### src/rtl/arb_mux_reg.sv
// arb_mux_reg: registered N:1 mux with valid/ready on every channel.
// The source is picked by an external select (MODE 0) or by a round-robin
// arbiter (MODE 1). There is one output register stage and the block
// sustains one word per cycle.
module arb_mux_reg #(
    parameter int WIDTH = 16,
    parameter int N     = 8,
    parameter int MODE  = 0,
    localparam int SELW = (N > 2) ? $clog2(N) : 1
) (
    input  logic                 clk,
    input  logic                 rst,
    input  logic [N*WIDTH-1:0]   in_data,
    input  logic [N-1:0]         in_valid,
    output logic [N-1:0]         in_ready,
    input  logic [SELW-1:0]      sel,
    output logic [WIDTH-1:0]     out_data,
    output logic [SELW-1:0]      out_src,
    output logic                 out_valid,
    input  logic                 out_ready
);

    logic             load_en;
    logic             req;
    logic             xfer;
    logic [SELW-1:0]  cand;
    logic [SELW-1:0]  ptr;
    logic [WIDTH-1:0] cand_data;

    // Candidate channel and request flag. MODE 1 scans from ptr upward with
    // wrap; the scan runs backwards so the nearest valid channel wins last.
    always_comb begin
        int idx;
        cand = '0;
        req  = 1'b0;
        idx  = 0;
        if (MODE == 0) begin
            cand = sel;
            for (int i = 0; i < N; i++)
                if (sel == SELW'(i) && in_valid[i]) req = 1'b1;
        end else begin
            for (int k = N - 1; k >= 0; k--) begin
                idx = int'(ptr) + k;
                if (idx >= N) idx = idx - N;
                if (in_valid[idx]) begin
                    cand = SELW'(idx);
                    req  = 1'b1;
                end
            end
        end
    end

    // Data of the candidate channel. An out-of-range sel yields zero, but it
    // never loads because req is low in that case.
    always_comb begin
        cand_data = '0;
        for (int i = 0; i < N; i++)
            if (cand == SELW'(i)) cand_data = in_data[i*WIDTH +: WIDTH];
    end

    // Handshake: load when empty or draining; reset blocks all grants.
    always_comb begin
        load_en = !out_valid || out_ready;
        xfer    = load_en && req && !rst;
        for (int i = 0; i < N; i++)
            in_ready[i] = xfer && (cand == SELW'(i));
    end

    // Output register: load on transfer, clear valid on a bare drain, hold on stall.
    always_ff @(posedge clk) begin
        if (rst) begin
            out_valid <= 1'b0;
            out_data  <= '0;
            out_src   <= '0;
        end else if (xfer) begin
            out_valid <= 1'b1;
            out_data  <= cand_data;
            out_src   <= cand;
        end else if (out_ready) begin
            out_valid <= 1'b0;
        end
    end

    // Round-robin pointer: one past the last granted channel, wrapping at N.
    always_ff @(posedge clk) begin
        if (rst)
            ptr <= '0;
        else if (MODE == 1 && xfer)
            ptr <= (int'(cand) == N - 1) ? '0 : cand + 1'b1;
    end

endmodule
### config.mk
export PLATFORM = sky130hd
export DESIGN_NAME = arb_mux_reg
export DESIGN_NICKNAME = d
export VERILOG_FILES = /design/src/rtl/arb_mux_reg.sv
export SDC_FILE = /design/constraint.sdc
export NUM_CORES = 1
export LEC_CHECK = 0
export ABC_AREA = 0
export CAP_MARGIN = 25
export CORE_UTILIZATION = 32
export CTS_CLUSTER_DIAMETER = 120
export DETAILED_ROUTE_END_ITERATION = 10
export PLACE_DENSITY = 0.81
export SLEW_MARGIN = 20
export SYNTH_ARGS = -nofsm -noshare
export SYNTH_HDL_FRONTEND = slang
export SYNTH_SLANG_ARGS = --single-unit
### constraint.sdc
create_clock -name clk -period 2.4 [get_ports clk]
set_clock_uncertainty 0.15 [all_clocks]
set_input_delay 0.36 -clock clk [delete_from_list [all_inputs] [get_ports clk]]
set_output_delay 0.36 -clock clk [all_outputs]
set_load 0.02 [all_outputs]
==> flow_summary.json <==
{
  "synth.area.top_cells": "mux4_2 21%, dfxtp_1 20%, mux2i_1 10%",
  "wl_per_cell_um": 17.2,
  "drtIter0Drc": 70,
  "final_cells": 454,
  "grt_antenna_before_repair": 0,
  "final_area_um2": 3830,
  "setup_viol": 0,
  "status": "complete, no violations",
  "max_freq_mhz": 419,
  "pwr-share-seq_pct": 29.9,
  "synth_edf_count": 0,
  "end_kind": "primary output",
  "cp_max_fo": 8,
  "min_period_ns": 2.39,
  "crit_arrival_ns": 1.88,
  "placed_cell_area_um2": 3760,
  "cts_buffers": 3,
  "diodes": 0,
  "fin_nets": 523,
  "grt_overflow": 0,
  "dp_cells": 450,
  "drive_gt1_share_pct": 19.3,
  "power.density_nw_per_um2": 338,
  "synth_nets": 357,
  "fin_crit_sh_pct": 99.4,
  "netlist_area_um2": 1980,
  "sw_frac_of_total_pct": 31.2,
  "ant_nets": 0,
  "start_util_pct": 33.2,
  "drt-pass1-iter-count": 4,
  "rsz0062_at_grt": "yes",
  "hp-class": "reg2reg",
  "path_class": "in2out",
  "dieArea_um2": 6500,
  "vias": 2437,
  "ys_types": 29,
  "gp_congestion": 0.770,
  "p_int_uw": 890,
  "start_kind": "input pin",
  "max_slew_margin_pct": 64.7,
  "die_w_um": 80.6,
  "fill_cells": 531,
  "via_per_inst": 5.37,
  "switchingPower_uw": 405,
  "finalPower_mw": 1.29,
  "cp_slowest_cell": "or3_4",
  "hold_viol": 0,
  "wirelength_mm": 7.82,
  "grt_pass1_wl_mm": 11.3,
  "worst-path-buf-inv": 3,
  "multi_input_area_um2": 1480,
  "cts.path.max_buffers": 2,
  "cts_hold_buffers": 0,
  "ys_ff_latch": 20,
  "h-tree-depth": 1,
  "drc": 0,
  "synth_most_common_cell": "a21oi_1",
  "postLayoutCoreUtil_pct": 64.2,
  "cts-root-buf": "clkbuf_8",
  "syn2layout_area_growth_pct": 93.5,
  "rows": 28,
  "insertion_delay_ns": 0.25,
  "grt.total_usage_pct": 23.1,
  "cp_cell_sequence": "buf_8, nor2b_4, a22oi_2, a32oi_2, or3_4, buf_8, nor4_4, buf_4",
  "clk_pin_slew_worst_paths_ns": 0.07,
  "maxSlewViolCount": 0,
  "cts_tree": "done",
  "async_reset_ff_share_pct": 0,
  "hpwl_mm": 6.33,
  "regArea_um2": 400,
  "die_h_um": 80.6,
  "cts.sinks": 20,
  "leakage_nw": 1.41,
  "pwr-share-comb_pct": 53.4,
  "synth_ff_type": "dfxtp_1",
  "pin_count": 170,
  "vdd_drop_max_uv": 305,
  "netlist_instances": 215,
  "avgSynthCellArea_um2": 9.19,
  "portBuffers": 169,
  "cp.required_ns": 1.89,
  "core_um2": 5960,
  "yosysTopAreaCell": "mux4_2",
  "place_ws_ns": -0.884,
  "cp_slowest_stage_delay_ns": 0.41,
  "grt_max_degree": 35,
  "fin_ws_ns": 0.0146,
  "yosys_warnings": 0,
  "synth_seq_area_share_pct": 20.3,
  "synth_top_area_share_pct": 20.5,
  "ys_top_cells_by_count": "24 x a21oi_1, 20 x dfxtp_1, 20 x mux2i_1, 20 x o211ai_1, 18 x mux4_2",
  "cap_viol_max_count": 0,
  "worst_pin_slew_ns": 0.527,
  "pwr-share-clk_pct": 16.6,
  "cpMostUsedCell": "buf_8",
  "grt_pass1_vias": 2363,
  "path_delay_family": "simple AND/OR/NAND/NOR gates"
}
layer usage:
layer	track usage [%]	vias to the layer above	share of wire, %
met3	2.73	6	5.4
met5	0	-	0
met1	28.2	1159	41
met4	5.89	0	0.96
met2	42.2	86	53
li1	-	1186	-
sequential cells by signal (all words and copies together) (netlist names):
register   count
out_valid      1
out_data      16
out_src        3
worst register-to-register path, stage by stage, from the launching register on:
cell and delay (ns):
dfxtp_1 0.31, nor2b_1 0.15, or3_4 0.36, buf_6 0.19
o31ai_1 0.24
cells in the final DEF, fill, tap and decap left out, types with 2 or more instances in the layout:
| cell | Yosys | final |
|---|---|---|
| o21ai_1 | 11 | 11 |
| buf_8 | 0 | 3 |
| o211ai_1 | 20 | 20 |
| nor3_2 | 0 | 2 |
| o22ai_1 | 12 | 12 |
| buf_6 | 1 | 2 |
| buf_4 | 3 | 18 |
| o31ai_1 | 7 | 7 |
| dlygate4sd2_1 | 0 | 2 |
| a21oi_1 | 24 | 24 |
| o31ai_4 | 5 | 5 |
| inv_2 | 2 | 2 |
| clkdlybuf4s50_1 | 0 | 150 |
| mux4_2 | 18 | 18 |
| nand2_1 | 3 | 3 |
| buf_2 | 6 | 7 |
| mux2i_1 | 20 | 20 |
| o21ai_0 | 11 | 11 |
| nor4_2 | 5 | 4 |
| nor2b_1 | 3 | 2 |
| dfxtp_1 | 20 | 20 |
| clkdlybuf4s15_1 | 0 | 2 |
| a31oi_1 | 2 | 2 |
| clkbuf_8 | 0 | 3 |
| clkbuf_2 | 0 | 3 |
| nor2_1 | 16 | 15 |
logic make-up (layout without fill, tap and decap cells):
family	count (synthesis)	in the layout	synth area share, %
AOI/OAI and AO/OA	95	95	32.9
muxes	38	38	30.6
and+or+nand+nor	32	32	9.18
buffers and inverters	30	194	7.03
DFF	20	20	20.3
power by group through the flow:
stage / Combinational, mW / Sequential [mW] / Clock [mW]
after detailed placement: 0.678 / 0.396 / 0
after floorplan: 0.264 / 0.437 / 0
after global routing: 0.736 / 0.391 / 0.232
after CTS: 0.691 / 0.388 / 0.218
after global placement: 0.667 / 0.393 / 0
final: 0.692 / 0.388 / 0.215
stage by stage:
stage | hold WS, ns | setup TNS [ns]
global placement | 0.338 | -6.41
detailed placement | 0.339 | -7.88
CTS | 0.351 | -0.0273
finish | 0.349 | 0
floorplan | 0.282 | -0.580
global route | 0.370 | -0.0418
final timing paths:
path,from,to,slack [ns],cells past startpoint
worst max-delay path,sel[2],in_ready[5],0.01,8
worst min-delay path,out_src[2],out_src[2],0.35,2
worst max register to register,out_valid,out_data[13],0.92,4
worst min register to register,out_src[2],out_src[2],0.35,2
layout make-up:
cell class,instances,share of cell area (%)
Clock buffer,3,1.08
Inverter,4,0.392
Multi-Input combinational cell,165,38.8
Sequential cell,20,10.5
Tap cell,75,2.45
Timing Repair Buffer,187,46.8
repair_timing:
item | in CTS | in global routing
setup endpoints to repair | 8 | 3
resized for setup | 76 | 7
pin swaps | 5 | 2
hold endpoints to repair | 0 | 0
buffers inserted | 1 | 0
Note: power is estimated with default switching activity, not from simulation.
